$ cat config.mk
export PLATFORM = sky130hd
export DESIGN_NAME = multicycle_ctrl
export DESIGN_NICKNAME = d
export VERILOG_FILES = /design/src/rtl/multicycle_ctrl.sv
export SDC_FILE = /design/constraint.sdc
export NUM_CORES = 1
export LEC_CHECK = 0
export ABC_CLOCK_PERIOD_IN_PS = 2900
export BUFFER_PORTS_ARGS = -buffer_cell sky130_fd_sc_hd__buf_2
export CORE_UTILIZATION = 51
export DETAILED_ROUTE_END_ITERATION = 8
export GPL_ROUTABILITY_DRIVEN = 0
export PLACE_DENSITY = 0.83
export REMOVE_ABC_BUFFERS = 1
export SLEW_MARGIN = 10
export SYNTH_ARGS = -nofsm -noshare
export SYNTH_HDL_FRONTEND = slang
export SYNTH_SLANG_ARGS = --single-unit
$ cat constraint.sdc
create_clock -name clk -period 2.9 [get_ports clk]
set_clock_uncertainty 0.2 [all_clocks]
set_input_delay 0.29 -clock clk [delete_from_list [all_inputs] [get_ports clk]]
set_output_delay 0.29 -clock clk [all_outputs]
set_load 0.01 [all_outputs]
$ cat src/rtl/multicycle_ctrl.sv
// -----------------------------------------------------------------------------
// multicycle_ctrl
//   Main control FSM for the multi-cycle RV32I core. It sequences the shared
//   ALU, the register file and the unified memory port through the
//   FETCH / DECODE / EXECUTE / MEMORY / WRITEBACK steps of each instruction.
//
//   Optional build macro: MC_CTRL_PERF_EN adds the cycle_cnt and instret_cnt
//   performance counters. The FSM behaves identically with or without it.
//
// Ports
//   clk            in   core clock, rising edge
//   rst_n          in   synchronous reset, active-low
//   opcode[6:0]    in   instruction register [6:0]
//   funct3[2:0]    in   instruction register [14:12]
//   alu_zero       in   ALU result == 0
//   alu_lt         in   ALU less-than flag (signedness chosen by the datapath)
//   mem_ready      in   memory completes the current request this cycle
//   mem_req        out  memory access request
//   mem_we         out  store
//   i_or_d         out  0 = address from PC, 1 = address from ALUOut
//   ir_write       out  load the instruction register
//   pc_write       out  load the PC (also latches oldPC)
//   pc_src         out  0 = ALU result, 1 = ALUOut
//   alu_op[1:0]    out  00 add, 01 sub/compare, 10 R-type, 11 I-type
//   alu_src_a[1:0] out  00 PC, 01 oldPC, 10 rs1, 11 zero
//   alu_src_b[1:0] out  00 rs2, 01 constant 4, 10 imm
//   reg_write      out  register file write
//   wb_sel[1:0]    out  00 ALUOut, 01 memory data, 10 PC
//   illegal_instr  out  sticky trap flag
//   instr_retired  out  one-cycle pulse per completed instruction
//   cycle_cnt      out  (MC_CTRL_PERF_EN) cycles spent outside TRAP
//   instret_cnt    out  (MC_CTRL_PERF_EN) retired instructions
// -----------------------------------------------------------------------------
module multicycle_ctrl (
   input  logic        clk,
   input  logic        rst_n,
   input  logic [6:0]  opcode,
   input  logic [2:0]  funct3,
   input  logic        alu_zero,
   input  logic        alu_lt,
   input  logic        mem_ready,
   output logic        mem_req,
   output logic        mem_we,
   output logic        i_or_d,
   output logic        ir_write,
   output logic        pc_write,
   output logic        pc_src,
   output logic [1:0]  alu_op,
   output logic [1:0]  alu_src_a,
   output logic [1:0]  alu_src_b,
   output logic        reg_write,
   output logic [1:0]  wb_sel,
   output logic        illegal_instr,
   output logic        instr_retired
`ifdef MC_CTRL_PERF_EN
   ,
   output logic [31:0] cycle_cnt,
   output logic [31:0] instret_cnt
`endif
);

   localparam logic [6:0] OP_R      = 7'b0110011;
   localparam logic [6:0] OP_I      = 7'b0010011;
   localparam logic [6:0] OP_LOAD   = 7'b0000011;
   localparam logic [6:0] OP_STORE  = 7'b0100011;
   localparam logic [6:0] OP_BRANCH = 7'b1100011;
   localparam logic [6:0] OP_JAL    = 7'b1101111;
   localparam logic [6:0] OP_LUI    = 7'b0110111;

   typedef enum logic [3:0] {
      S_FETCH, S_DECODE, S_EXEC_R, S_EXEC_I, S_ALU_WB, S_MEM_ADDR, S_MEM_RD,
      S_LOAD_WB, S_MEM_WR, S_BRANCH, S_JAL, S_LUI_WB, S_TRAP
   } state_t;

   state_t r_state;
   logic   r_illegal;
   logic   w_br_valid;
   logic   w_br_taken;

   // funct3 010/011 are not branch encodings and send the core to TRAP.
   assign w_br_valid = (funct3[2:1] != 2'b01);

   always_comb begin
      case (funct3)
         3'b000:          w_br_taken = alu_zero;
         3'b001:          w_br_taken = !alu_zero;
         3'b100, 3'b110:  w_br_taken = alu_lt;
         3'b101, 3'b111:  w_br_taken = !alu_lt;
         default:         w_br_taken = 1'b0;
      endcase
   end

   // ---------------------------------------------------------------------------
   // State register and next-state logic.
   // ---------------------------------------------------------------------------
   always_ff @(posedge clk) begin
      // NOTE: sequential state uses non-blocking assignments so every register
      // samples pre-edge values regardless of statement order.
      if (!rst_n) begin
         r_state   <= S_FETCH;
         r_illegal <= 1'b0;
      end else begin
         case (r_state)
            S_FETCH:    if (mem_ready) r_state <= S_DECODE;
            S_DECODE: begin
               case (opcode)
                  OP_R:               r_state <= S_EXEC_R;
                  OP_I:               r_state <= S_EXEC_I;
                  OP_LOAD, OP_STORE:  r_state <= S_MEM_ADDR;
                  OP_BRANCH:          r_state <= S_BRANCH;
                  OP_JAL:             r_state <= S_JAL;
                  OP_LUI:             r_state <= S_LUI_WB;
                  default: begin
                     r_state   <= S_TRAP;
                     r_illegal <= 1'b1;
                  end
               endcase
            end
            S_EXEC_R:   r_state <= S_ALU_WB;
            S_EXEC_I:   r_state <= S_ALU_WB;
            S_MEM_ADDR: r_state <= (opcode == OP_LOAD) ? S_MEM_RD : S_MEM_WR;
            S_MEM_RD:   if (mem_ready) r_state <= S_LOAD_WB;
            S_MEM_WR:   if (mem_ready) r_state <= S_FETCH;
            S_BRANCH: begin
               if (w_br_valid) begin
                  r_state <= S_FETCH;
               end else begin
                  r_state   <= S_TRAP;
                  r_illegal <= 1'b1;
               end
            end
            S_TRAP:     r_state <= S_TRAP;
            default:    r_state <= S_FETCH;   // ALU_WB, LOAD_WB, JAL, LUI_WB
         endcase
      end
   end

   // ---------------------------------------------------------------------------
   // Output decode: combinational from state, with FETCH/MEM waits qualified by
   // mem_ready. Everything is held at 0 while reset is asserted so no request
   // leaks out before the first cycle after release.
   // ---------------------------------------------------------------------------
   always_comb begin
      // NOTE: every output is given a default before the case so no path can
      // leave one unassigned and infer a latch.
      mem_req       = 1'b0;
      mem_we        = 1'b0;
      i_or_d        = 1'b0;
      ir_write      = 1'b0;
      pc_write      = 1'b0;
      pc_src        = 1'b0;
      alu_op        = 2'b00;
      alu_src_a     = 2'b00;
      alu_src_b     = 2'b00;
      reg_write     = 1'b0;
      wb_sel        = 2'b00;
      instr_retired = 1'b0;
      illegal_instr = r_illegal;

      case (r_state)
         S_FETCH: begin
            mem_req   = 1'b1;
            alu_src_b = 2'b01;              // PC + 4
            if (mem_ready) begin
               ir_write = 1'b1;
               pc_write = 1'b1;
            end
         end
         S_DECODE: begin
            alu_src_a = 2'b01;              // oldPC + imm -> branch/jump target
            alu_src_b = 2'b10;
         end
         S_EXEC_R: begin
            alu_src_a = 2'b10;
            alu_op    = 2'b10;
         end
         S_EXEC_I: begin
            alu_src_a = 2'b10;
            alu_src_b = 2'b10;
            alu_op    = 2'b11;
         end
         S_ALU_WB: begin
            reg_write     = 1'b1;
            instr_retired = 1'b1;
         end
         S_MEM_ADDR: begin
            alu_src_a = 2'b10;
            alu_src_b = 2'b10;
         end
         S_MEM_RD: begin
            mem_req = 1'b1;
            i_or_d  = 1'b1;
         end
         S_LOAD_WB: begin
            reg_write     = 1'b1;
            wb_sel        = 2'b01;
            instr_retired = 1'b1;
         end
         S_MEM_WR: begin
            mem_req       = 1'b1;
            mem_we        = 1'b1;
            i_or_d        = 1'b1;
            instr_retired = mem_ready;
         end
         S_BRANCH: begin
            alu_src_a = 2'b10;
            alu_op    = 2'b01;
            if (w_br_valid) begin
               instr_retired = 1'b1;
               pc_write      = w_br_taken;
               pc_src        = w_br_taken;
            end
         end
         S_JAL: begin
            pc_write      = 1'b1;
            pc_src        = 1'b1;
            reg_write     = 1'b1;
            wb_sel        = 2'b10;          // PC already holds oldPC + 4
            instr_retired = 1'b1;
         end
         S_LUI_WB: begin
            alu_src_a     = 2'b11;          // 0 + imm
            alu_src_b     = 2'b10;
            reg_write     = 1'b1;
            instr_retired = 1'b1;
         end
         default: ;                         // TRAP: only illegal_instr
      endcase

      if (!rst_n) begin
         mem_req       = 1'b0;
         mem_we        = 1'b0;
         i_or_d        = 1'b0;
         ir_write      = 1'b0;
         pc_write      = 1'b0;
         pc_src        = 1'b0;
         alu_op        = 2'b00;
         alu_src_a     = 2'b00;
         alu_src_b     = 2'b00;
         reg_write     = 1'b0;
         wb_sel        = 2'b00;
         instr_retired = 1'b0;
         illegal_instr = 1'b0;
      end
   end

`ifdef MC_CTRL_PERF_EN
   logic [31:0] r_cycle_cnt;
   logic [31:0] r_instret_cnt;

   // Both counters wrap naturally at 2^32.
   always_ff @(posedge clk) begin
      if (!rst_n) begin
         r_cycle_cnt   <= 32'd0;
         r_instret_cnt <= 32'd0;
      end else begin
         if (r_state != S_TRAP) r_cycle_cnt   <= r_cycle_cnt + 32'd1;
         if (instr_retired)     r_instret_cnt <= r_instret_cnt + 32'd1;
      end
   end

   assign cycle_cnt   = r_cycle_cnt;
   assign instret_cnt = r_instret_cnt;
`endif

endmodule

### Yosys cells after proc, flatten, opt, wreduce, memory -nomap -nowiden

Cells that the tools add are included.

* eq/ne operators: 30
* muxes and demuxes: 39
* reductions and logical operators: 17

Operator list (number)
* 4-bit case mux with 8 select lines: 1
* 4-bit case mux with 6 select lines: 1
* 7-bit by 6-bit equality test with 1-bit output (second input constant): 3
* 4-bit equality test (second input constant): 5
* 4-bit two-way mux: 5
* 1-bit two-way mux: 19
* 4-bit by 3-bit equality test with 1-bit output (second input constant): 4
* 7-bit equality test (second input constant): 2
* 3-bit equality test (second input constant): 4
* 2-bit case mux with 3 select lines: 2
* 4-bit OR reduction: 3
* 2-bit inequality test (second input constant): 5
* 2-bit OR reduction: 5
* 4-bit by 2-bit equality test with 1-bit output (second input constant): 2
* 2-bit two-way mux: 4
* 2-bit case mux with 2 select lines: 2
* 7-bit by 2-bit equality test with 1-bit output (second input constant): 1
* 7-bit by 5-bit equality test with 1-bit output (second input constant): 1
* 7-bit OR reduction: 1
* 1-bit case mux with 3 select lines: 2
* 3-bit AND reduction: 2
* 4-bit by 1-bit equality test with 1-bit output (second input constant): 1
* 4-bit logical NOT: 1
* 1-bit case mux with 2 select lines: 2
* 7 further kinds: 8

* flip-flop bits (word level): 5
* input bits: 15
* output and inout port bits: 17
* word-level logic and storage cells: 88

### Longest topological paths before layout

* depth in word-level cells: 6
* depth in mapped cells: 5
* gate-level depth less buffers: 4

### Worst setup path before layout

OpenSTA, ideal clock, no wires.

* kind: register to output
* start point: reg r_state[1]
* end point: out pc_write
* data arrival time: 1.234 ns
* data required time: 2.410 ns
* slack: 1.176 ns
* cell stages (with the launch flop): 5
* buffers on the path: 0
* cell sequence: dfxtp_1 -> or2_4 -> nor3_2 -> and2_1 -> or2_1

* cells in the longest elaborated chain, start to end: 3
* elaborated cells on any way between the ends: 5
* classes of those cells: eq/ne: 2; mux: 2; reduce/logical: 1

RTL lines
* start, declared: RTL line 75 `state_t r_state;`
* start signal, assigned: RTL line 121 `S_MEM_ADDR: r_state <= (opcode == OP_LOAD) ? S_MEM_RD : S_MEM_WR;`
* 4-bit equality test or 4-bit logical NOT (tied branches): RTL line 160 `case (r_state)`
* 1-bit case mux with 3 select lines (*): RTL line 160
* 1-bit two-way mux (*): RTL line 230 `if (!rst_n) begin`
* end, declared: RTL line 46 `output logic pc_write,`

Mark *: on every way between the ends. The rest lies on a longest branch, timed or not.

### Final worst setup path

Same ends and word-level chain as after synthesis.

==> flow_metrics.py <==
metrics = {
    "run_status": {
        "status": "completed",
    },
    "layout": {
        "diodes": 0,
        "syn2layout_area_growth_pct": 17.5,
        "drive_gt1_share_pct": 36.2,
        "finalInstanceArea_sq_um": 951,
        "fillers": 130,
        "fin_nets": 146,
        "final_cells": 146,
    },
    "synth": {
        "syn_inst": 102,
        "async_flop_share_pct": 0,
        "syn_area_sq_um": 810,
        "yosysUniqueCellTypes": 47,
        "synthFlopType": "dfxtp_1",
        "yosys_warnings": 0,
        "synth-edff-count": 0,
        "synth_seq_cells": 5,
        "seq_area_frac_synth_pct": 12.4,
        "avgSynthCellArea_sq_um": 7.94,
    },
    "die": {
        "core_sq_um": 1490,
        "rows": 14,
        "dieArea_sq_um": 1750,
        "initial_core_util_pct": 54.4,
        "pin_count": 32,
        "die_h_microns": 41.8,
        "die_w_microns": 41.8,
    },
    "critical_path": {
        "crit_path_start_kind": "register",
        "end_kind": "output port",
        "criticalPathCategory": "register to output port",
        "cp_slowest_cell": "dfxtp_1",
        "cp_max_fo": 14,
        "crit_required_ns": 2.41,
        "critPathMaxStageDelay_ns": 0.60,
        "crit_chain": "nor2b_1 > nand2_1 > a211oi_2 > or2_1 > buf_2",
        "cp.arrival_ns": 1.71,
    },
    "sta": {
        "layout_min_cycle_time_ns": 2.20,
        "setup_violations": 0,
        "period_share_pct": 75.8,
        "fmax_mhz": 455,
        "relSlewSlack_pct": 65.2,
        "fin_tns_setup_ns": 0,
        "setup_slack_ns": 0.702,
        "rsz0062_at_grt": "false",
        "max_slew.worst_pin.slew_ns": 0.522,
        "finalHoldViolations": 0,
        "finalMaxSlewViolations": 0,
    },
    "clock_network": {
        "clk_pin_slew_ns": 0.05,
        "cts_tree": "yes",
        "cts_buffers": 3,
        "insertion_delay_ns": 0.24,
        "root_buffer": "clkbuf_4",
        "postCtsSetupBuffers": 0,
        "htree_levels": 1,
        "ctsHoldBuffers": 0,
        "cts_resized": 0,
        "clock-sinks": 5,
        "clockBufferDepth": 2,
    },
    "pwr": {
        "seq_power_share_pct": 31.8,
        "power_frac_comb_pct": 38.3,
        "p_int_w": 0.000174,
        "p_leak_nw": 0.425,
        "p_sw_share_pct": 35.5,
        "p_per_area_nw_per_um2": 283,
        "p_switching_w": 0.0000955,
        "power_w": 0.000269,
        "vdd_drop_max_uv": 214,
        "clockPowerShare_pct": 29.9,
    },
    "place": {
        "dp_worst_setup_slack_ns": 0.967,
        "port_buffers": 31,
        "dp.cells": 142,
        "placed_area_sq_um": 925,
        "dp_hpwl_mm": 1.44,
    },
    "detailed_routing": {
        "ant_nets": 0,
        "route.vias.total": 846,
        "vias_per_cell": 5.79,
        "drtPass1Iterations": 4,
        "wl_per_cell_microns": 12.2,
        "drcViolationCount": 0,
        "drt_wl_total_mm": 1.78,
        "drt_iter0_drc": 20,
    },
    "grt": {
        "grt_max_degree": 16,
        "grt_pass1_vias": 733,
        "antenna_found_initial": 0,
        "grt_usage_pct": 22.2,
        "overflow": 0,
        "grt_pass1_wl_mm": 3.15,
    },
    "job": {
        "maxCapViolations": 0,
    },
    "worst_hold_path": {
        "holdCritPathClass": "input port to register",
    },
}
[metal layers]
metal / part of all wire [%] / routed length (microns) / track usage [%] / vias up
met5: 0 / 0 / 0 / -
met4: 0 / 0 / 4.52 / 0
met3: 6.3 / 112 / 2.61 / 0
met2: 48 / 858 / 38.4 / 37
met1: 46 / 813 / 29.5 / 372
li1: - / - / - / 437
[state kept, by name (all words and copies together) (netlist names)]
register / count
r_state: 4
r_illegal: 1
[critical path, delay by kind of cell (launching register included)]
kind	cells	cell delay [ns]
flops	1	0.60
simple gates	3	0.56
compound gates	1	0.20
buf+inv	1	0.12
[cells in the mapped netlist, types with 3 or more instances]
| cell type | instances | area (sq um) |
|---|---|---|
| a21oi_1 | 6 | 30.0 |
| and2_1 | 3 | 18.8 |
| buf_4 | 5 | 37.5 |
| dfxtp_1 | 5 | 100 |
| nand2_1 | 7 | 26.3 |
| nand2b_1 | 4 | 25.0 |
| nand3_1 | 4 | 20.0 |
| nand3b_1 | 3 | 22.5 |
| nand4_1 | 3 | 18.8 |
| nor2_1 | 10 | 37.5 |
| nor2b_1 | 6 | 37.5 |
[logic make-up (layout without fill, tap and decap cells)]
kind of cell           count (synthesis)  in the layout  share of synthesized area, %
AND/OR/NAND/NOR                       57             57                          44.8
AO/OA/AOI/OAI                         24             24                          27.0
buffers and inverters                 10             38                          8.81
flip-flops                             5              5                          12.4
XOR/XNOR                               4              4                          4.33
multiplexers                           2              2                          2.63
[layout by cell type, fill, tap and decap left out, types with 3 or more instances in the layout]
cell type | synthesis | routed
nand3_1 | 4 | 4
dfxtp_1 | 5 | 5
nand2_1 | 7 | 7
nor2b_1 | 6 | 6
buf_2 | 0 | 31
a21oi_1 | 6 | 6
and2_1 | 3 | 3
nand3b_1 | 3 | 3
nand2b_1 | 4 | 4
nand4_1 | 3 | 3
clkbuf_4 | 0 | 3
nor2_1 | 10 | 10
[power groups by stage]
stage,logic [W],registers (W),clock network [W]
2_1_floorplan,0.0000675,0.0000834,0
3_3_place_gp,0.000102,0.0000860,0
3_5_place_dp,0.000103,0.0000868,0
4_1_cts,0.000104,0.0000854,0.0000830
5_1_grt,0.000114,0.0000867,0.0000873
6_report,0.000103,0.0000857,0.0000804
[cell type report]
class | instances | area (sq um) | area share, %
Tap cell | 16 | 20.0 | 2.11
Clock buffer | 4 | 26.3 | 2.76
Timing Repair Buffer | 31 | 155 | 16.3
Sequential cell | 5 | 100 | 10.5
Inverter | 3 | 11.3 | 1.18
Multi-Input combinational cell | 87 | 638 | 67.1
[final timing paths]
path	from	endpoint	slack (ns)	cells after the start
max	r_state[1]	pc_write	0.70	5
min	rst_n	r_state[3]	0.26	3
max reg2reg	r_state[0]	r_state[3]	1.23	4
min reg2reg	r_illegal	r_illegal	0.40	2
[per-stage QoR]
stage | hold WS, ns | utilization (%)
2_1_floorplan | 0.259 | -
3_3_place_gp | 0.393 | 62.1
3_5_place_dp | 0.401 | 62.1
4_1_cts | 0.260 | 63.9
5_1_grt | 0.284 | 63.9
6_report | 0.261 | 63.9
Note: power is estimated with default switching activity, not from simulation.
